<file path="src/rtl/lfsr_pkg.sv">
// rtl/lfsr_pkg.sv - shared FSM state type and LFSR mode selectors
package lfsr_pkg;

  typedef enum logic [1:0] {
    IDLE  = 2'd0,
    SHIFT = 2'd1,
    DONE  = 2'd2
  } state_t;

  localparam int MODE_FIBONACCI = 0;
  localparam int MODE_GALOIS    = 1;

endpackage

</file>
<file path="src/rtl/lfsr_core.sv">
// rtl/lfsr_core.sv - LFSR register with seed load, zero-seed substitution and one-step update
module lfsr_core
  import lfsr_pkg::*;
#(
  parameter int               WIDTH        = 16,
  parameter logic [WIDTH-1:0] TAPS         = 16'hB400,
  parameter int               MODE         = MODE_GALOIS,
  parameter logic [WIDTH-1:0] SEED_DEFAULT = {{(WIDTH-1){1'b0}}, 1'b1}
) (
  input  logic             clk,
  input  logic             rst,
  input  logic             load,
  input  logic [WIDTH-1:0] load_data,
  input  logic             step,
  output logic [WIDTH-1:0] state
);

  logic [WIDTH-1:0] state_q;
  logic [WIDTH-1:0] stepped;

  // An all-zero register is a lock-up state, so a zero seed is replaced
  generate
    if (MODE == MODE_GALOIS) begin : g_galois
      assign stepped = (state_q >> 1) ^ (state_q[0] ? TAPS : '0);
    end else begin : g_fibonacci
      assign stepped = {state_q[WIDTH-2:0], ^(state_q & TAPS)};
    end
  endgenerate

  // Register update: load has priority over step
  always_ff @(posedge clk or negedge rst) begin
    if (!rst) begin
      state_q <= SEED_DEFAULT;
    end else if (load) begin
      state_q <= (load_data == '0) ? SEED_DEFAULT : load_data;
    end else if (step) begin
      state_q <= stepped;
    end
  end

  assign state = state_q;

endmodule

</file>
<file path="src/rtl/lfsr_engine.sv">
// rtl/lfsr_engine.sv - request/response LFSR engine advancing N steps per request
module lfsr_engine
  import lfsr_pkg::*;
#(
  parameter int               WIDTH        = 16,
  parameter logic [WIDTH-1:0] TAPS         = 16'hB400,
  parameter int               MODE         = MODE_GALOIS,
  parameter int               CNT_W        = 8,
  parameter logic [WIDTH-1:0] SEED_DEFAULT = {{(WIDTH-1){1'b0}}, 1'b1}
) (
  input  logic             clk,
  input  logic             rst,
  input  logic             seed_val,
  input  logic [WIDTH-1:0] seed,
  input  logic             req_val,
  output logic             req_rdy,
  input  logic [CNT_W-1:0] req_nshift,
  output logic             resp_val,
  input  logic             resp_rdy,
  output logic [WIDTH-1:0] resp_data,
  output logic             busy
);

  state_t           state_q, state_d;
  logic [CNT_W-1:0] cnt_q, cnt_d;
  logic             load;
  logic             step;

  lfsr_core #(
    .WIDTH       (WIDTH),
    .TAPS        (TAPS),
    .MODE        (MODE),
    .SEED_DEFAULT(SEED_DEFAULT)
  ) u_core (
    .clk      (clk),
    .rst      (rst),
    .load     (load),
    .load_data(seed),
    .step     (step),
    .state    (resp_data)
  );

  // State and remaining-step counter registers
  always_ff @(posedge clk or negedge rst) begin
    if (!rst) begin
      state_q <= IDLE;
      cnt_q   <= '0;
    end else begin
      state_q <= state_d;
      cnt_q   <= cnt_d;
    end
  end

  // Next state, handshakes and LFSR controls; a seed load blocks request acceptance
  always_comb begin
    state_d  = state_q;
    cnt_d    = cnt_q;
    req_rdy  = 1'b0;
    resp_val = 1'b0;
    load     = 1'b0;
    step     = 1'b0;
    case (state_q)
      IDLE: begin
        req_rdy = !seed_val;
        load    = seed_val;
        if (req_val && !seed_val) begin
          if (req_nshift != '0) begin
            cnt_d   = req_nshift;
            state_d = SHIFT;
          end else begin
            state_d = DONE;
          end
        end
      end
      SHIFT: begin
        step  = 1'b1;
        cnt_d = cnt_q - CNT_W'(1);
        if (cnt_q == CNT_W'(1)) begin
          state_d = DONE;
        end
      end
      DONE: begin
        resp_val = 1'b1;
        if (resp_rdy) begin
          state_d = IDLE;
        end
      end
      default: begin
        state_d = IDLE;
      end
    endcase
  end

  assign busy = (state_q != IDLE);

endmodule

</file>
<file path="config.mk">
export PLATFORM = sky130hd
export DESIGN_NAME = lfsr_engine
export DESIGN_NICKNAME = d
export VERILOG_FILES = /design/src/rtl/lfsr_pkg.sv /design/src/rtl/lfsr_core.sv /design/src/rtl/lfsr_engine.sv
export SDC_FILE = /design/constraint.sdc
export NUM_CORES = 1
export LEC_CHECK = 0
export BUFFER_PORTS_ARGS = -buffer_cell sky130_fd_sc_hd__buf_2
export CORE_MARGIN = 10
export CORE_UTILIZATION = 49
export CTS_CLUSTER_DIAMETER = 30
export DETAILED_ROUTE_END_ITERATION = 10
export MAX_ROUTING_LAYER = met4
export PLACE_DENSITY = 0.85
export REMOVE_ABC_BUFFERS = 1
export SLEW_MARGIN = 30
export SYNTH_ARGS = -nofsm -noshare
export SYNTH_HDL_FRONTEND = slang
export SYNTH_SLANG_ARGS = --single-unit
</file>
<file path="constraint.sdc">
create_clock -name clk -period 1.8 [get_ports clk]
set_input_delay 0.18 -clock clk [delete_from_list [all_inputs] [get_ports clk]]
set_output_delay 0.18 -clock clk [all_outputs]
set_load 0.01 [all_outputs]
</file>
Word-level counts from Yosys, hierarchy flattened
Index checks and enable logic that the tools add are counted. Widths: inputs -> output; s select.

Add/sub/neg operators: 1. Multipliers: 0. Div/mod/pow operators: 0. Magnitude comparators: 0. Equality and inequality tests: 7. Shift operators: 0. Muxes and demuxes: 16. Bitwise logic cells: 1. Reductions and logical operators: 10.

Operators by type and width (number): $mux 16 (4); $logic_not 16->1 (1); $mux 8 (2); $pmux 8 s2 (1); $xor 15x16->16 (1); $eq 8x1->1 const B (1); $mux 2 (4); $ne 2x2->1 const B (4); $reduce_bool 8->1 (1); $sub 8x1->8 const B (1); $pmux 2 s3 (1); $reduce_and 3->1 (2); $reduce_bool 2->1 (3); $mux 1 (4); $eq 2x1->1 const B (1); $eq 2x2->1 const B (1); $logic_not 2->1 (1); $logic_and 1x1->1 (1); $logic_not 1->1 (1).

Bits in registers: 26. Bits in latches: 0. Memory bits (writable): 0. Bits in read-only memories: 0. Input port bits: 29. Output and inout port bits: 19. Logic and storage cells: 38. Memories: 0.

Depth between registers and ports, before layout
Word-level depth: 4. Mapped depth: 6. Depth with buffers taken out: 6.

Modules after synthesis
A second synthesis with hierarchy kept.

Cells, all modules: 153. Area total of the unflattened synthesis: 1516.5 um2.

By module, submodules not included: lfsr_core (times used 1, cells an instance 78, area each 839.6 um2, sequential area each 401.6 um2); lfsr_engine (times used 1, cells an instance 75, area each 676.9 um2, sequential area each 250.2 um2).

Worst setup path after synthesis
Ideal clock, no wire load.

Path kind: flip-flop to flip-flop. Start point: reg state_q[0]. End point: reg cnt_q[5]. Library setup time: 0.124 ns. Arrival time: 1.445 ns. Setup slack: 0.231 ns. Stages on the path, launching flop included: 6. Buffers on the path: 1. Cells stage by stage: dfrtp_1 -> or2_0 -> buf_2 -> a211o_4 -> and3_1 -> a211o_1.

Cells in the longest elaborated chain, start to end: 3. Elaborated cells on any way between the ends: 7. Classes of those cells: 3 x eq/ne; 1 x mux; 3 x reduce/logical.

RTL lines: start: declaration (line lfsr_engine.sv:24) `state_t state_q, state_d;`; start signal: assignment (line lfsr_engine.sv:49) `state_q <= state_d;`; $eq 2x1->1 / $logic_not 2->1 (equally long branches) (line lfsr_engine.sv:62) `case (state_q)`; $reduce_bool 2->1 (no line) / $ne 2x2->1 (equally long branches); $reduce_and 3->1 (no line); end signal: assignment (line lfsr_engine.sv:50) `cnt_q <= cnt_d;`; end: declaration (line lfsr_engine.sv:25) `logic [CNT_W-1:0] cnt_q, cnt_d;`.

Parallel ways exist; a longest one is shown, timed or not. A chain may end at the register's enable or synchronous reset.

Final worst setup path
Start point: reg state_q[0]. End point: out req_rdy.

Cells in the longest elaborated chain, start to end: 2.

RTL lines: $logic_not 2->1 (line lfsr_engine.sv:62); $mux 1 (line lfsr_engine.sv:62); end: declaration (line lfsr_engine.sv:16) `output logic req_rdy,`.

No other way between the ends.

==> results.yml <==
outcome:
  outcome: "complete, no violations"
yosys:
  synth_ff_type: "dfrtp_1"
  synth_edf_count: 0
  yosys_warnings: 0
  synth_largest_area_cell: "dfrtp_1"
  ys_ff_latch: 26
  synthSimpleGateAreaFrac: 0.2600
  syn_area_um2: 1410
  synth_top_family_by_area: "simple AND/OR/NAND/NOR gates"
  synth-xor-area-share: 0.01863
  synth_cells: 156
  synthAdderAreaFrac: 0.01775
  synth_mux_area_frac: 0.007098
  synth.area.top_cells: "dfrtp_1, nor2_1, o22ai_1"
  synth_top_area_frac: 0.4437
  synth_compound_area_frac: 0.1952
  yosysSeqAreaShare: 0.4623
  ys_types: 44
  async_flop_share: 1.000
  syn_avg_cell_area_um2: 9.039
critical_path:
  rrSetupSlack_ps: 200
  endpoint_kind: "output port"
  r2r_cells: 4
  cp_max_fo: 9
  crit_type: "reg -> out"
  worst_r2r_endpoint: "cnt_q[5]"
  crit_path_start_kind: "flop"
  cp.arrival_ps: 1520
  reg2reg_from: "state_q[0]"
  required_ps: 1620
die:
  die_x_um: 73.65
  fp-row-count: 19
  die_area_um2: 5424
  start_util: 0.5113
  io_pins: 48
  fp.coreArea_um2: 2758
  die-height_um: 73.65
timing:
  period_needed_ps: 1695
  hold_viol: 0
  setup_viol: 0
  max_freq_mhz: 589.9
  finClkSkew_ps: 3.651
  post-route-period-util: 0.9417
  setup_ws_ps: 104.9
  tns_ps: 0
  grt_setup_unrepaired: "false"
  worstMarginPinSlew_ps: 567.5
  slew_viol_final: 0
  slew_headroom: 0.6217
placed_design:
  routabilityCongestion: 0.9237
  dpl.hpwl_um: 2955
  dp_worst_setup_slack_ps: 184.2
  io_buffer_count: 47
route:
  num_vias: 1387
  antenna_left: 0
  avgViaCountPerCell: 5.877
  wl_um: 3741
  first_pass_iters: 4
  drc: 0
  drt_iter0_drc: 83
  wl_per_cell_um: 15.85
grt:
  overflow: 0
  antenna_found_initial: 0
  grt_pass1_vias: 1443
  grt_max_degree: 27
  track_usage: 0.1463
  grt_pass1_wl_um: 6410
worst_hold_path:
  hp-start: "req_nshift[5]"
  hold_class: "in -> reg"
  holdPathEnd: "cnt_q[5]"
  holdPathStages: 2
power_and_ir_drop:
  p_leak_nw: 0.7920
  ir_drop_uv: 1325
  p_total_mw: 3.041
  power_per_cell_area_nw_per_um2: 1733
final_layout:
  fillCellCount: 248
  drive_gt1_frac: 0.3122
  antennaDiodeCount: 0
  fin_nets: 237
  areaGrowthSynthToFinish_pct: 24.49
  fin_util: 0.6366
clock_network:
  clk_latency_ps: 320
  clock-sinks: 26
  cts_tree: "yes"
  numCtsBuffers: 3
  clkTransAtPathRegs_ps: 140
  cts.htree.levels: 1
  clockRootBuffer: "clkbuf_4"
  ctsLongestPathBuffers: 2
  post_cts_buffers: 0
flow_run:
  drv_cap: 0
-- cells by family after synthesis --
logic type / Yosys count
flip-flops: 26
AO/OA/AOI/OAI: 38
AND/OR/NAND/NOR: 73
XOR/XNOR: 3
adder cells (fa/ha/maj): 2
multiplexers: 1
buffers and inverters: 13
-- power breakdown --
part           switching (mW)  internal, mW  total, mW  leakage (nW)
Combinational           0.804         0.636       1.44         0.470
Sequential              0.312         0.892       1.20         0.294
Clock                   0.173         0.225      0.398        0.0279
-- cells in the final DEF, fill, tap and decap left out, types with 2 or more instances in the layout --
| cell | instances |
|---|---|
| a211oi_1 | 2 |
| o22ai_1 | 15 |
| nor4_2 | 2 |
| nand3b_1 | 2 |
| a21oi_1 | 4 |
| o21ai_0 | 2 |
| nand3_1 | 4 |
| nor3_1 | 4 |
| ha_1 | 2 |
| xor2_1 | 3 |
| o211ai_1 | 3 |
| inv_1 | 5 |
| dfrtp_1 | 24 |
| nand2_1 | 5 |
| nor2_1 | 36 |
| nor2b_1 | 2 |
| buf_4 | 5 |
| buf_2 | 47 |
| nor4_1 | 6 |
| and3_1 | 2 |
| clkbuf_4 | 3 |
| nand2b_1 | 3 |
-- synthesized netlist by cell type (2+ instances only) --
master and instances:
nor2_1 36, dfrtp_1 25, o22ai_1 15, nor4_1 6, inv_1 5, nand2_1 5, a21oi_1 4, clkbuf_1 4
nand3_1 4, nor3_1 4, nand2b_1 3, o211ai_1 3, xor2_1 3, a211oi_1 2, and3_1 2, buf_2 2
ha_1 2, nand3b_1 2, nor2b_1 2, nor4_2 2, o21ai_0 2
-- sequential cells by signal, indices dropped and copies added (netlist names) --
signal,count
cnt_q,8
u_core.state,16
state_q,2
-- what timing repair did --
action | 4_1_cts | 5_1_grt
hold buffers | 1 | 0
hold endpoints to repair | 25 | 0
endpoints found under the setup margin | 0 | 2
resized for setup | 0 | 2
-- metal layers --
metal  track usage  up-vias  part of all wire
met5             -        -                 0
met2        0.2367       58              0.47
met1        0.1655      651              0.41
met3       0.05249        5              0.11
met4       0.04348        0            0.0096
li1              -      673                 -
-- how the worst max path moves through the flow --
| stage | end | cells past startpoint | slack [ps] | startpoint |
|---|---|---|---|---|
| after floorplan | cnt_q[5] | 4 | 170 | state_q[1] |
| after global placement | cnt_q[5] | 4 | 210 | state_q[1] |
| after detailed placement | cnt_q[5] | 4 | 180 | state_q[1] |
| after CTS | req_rdy | 4 | 80 | state_q[1] |
| after global routing | req_rdy | 4 | 30 | state_q[0] |
| final | req_rdy | 4 | 100 | state_q[0] |
-- critical path: stages (launching register included) --
cell and delay [ps]:
dfrtp_1 500, or2_0 290, buf_4 160, nor2_1 90
buf_2 140
-- through the flow --
step / cell area (um2) / std cells / hold slack [ps]
final: 1755 / 236 / 84.23
after global routing: 1755 / 236 / 71.95
after CTS: 1748 / 236 / 80.54
after detailed placement: 1685 / 231 / 209.5
after global placement: 1685 / 231 / 209.4
after floorplan: 1374 / 148 / -115.6
-- cell type report --
type                            instances  area (um2)  area share
Tap cell                               31       38.79     0.02210
Timing Repair Buffer                   53       282.8      0.1611
Clock buffer                            3       22.52     0.01283
Sequential cell                        26       653.1      0.3721
Clock inverter                          1       30.03     0.01711
Multi-Input combinational cell        117       709.4      0.4041
Inverter                                5       18.77     0.01069
Power figures use the tool's default switching activity.
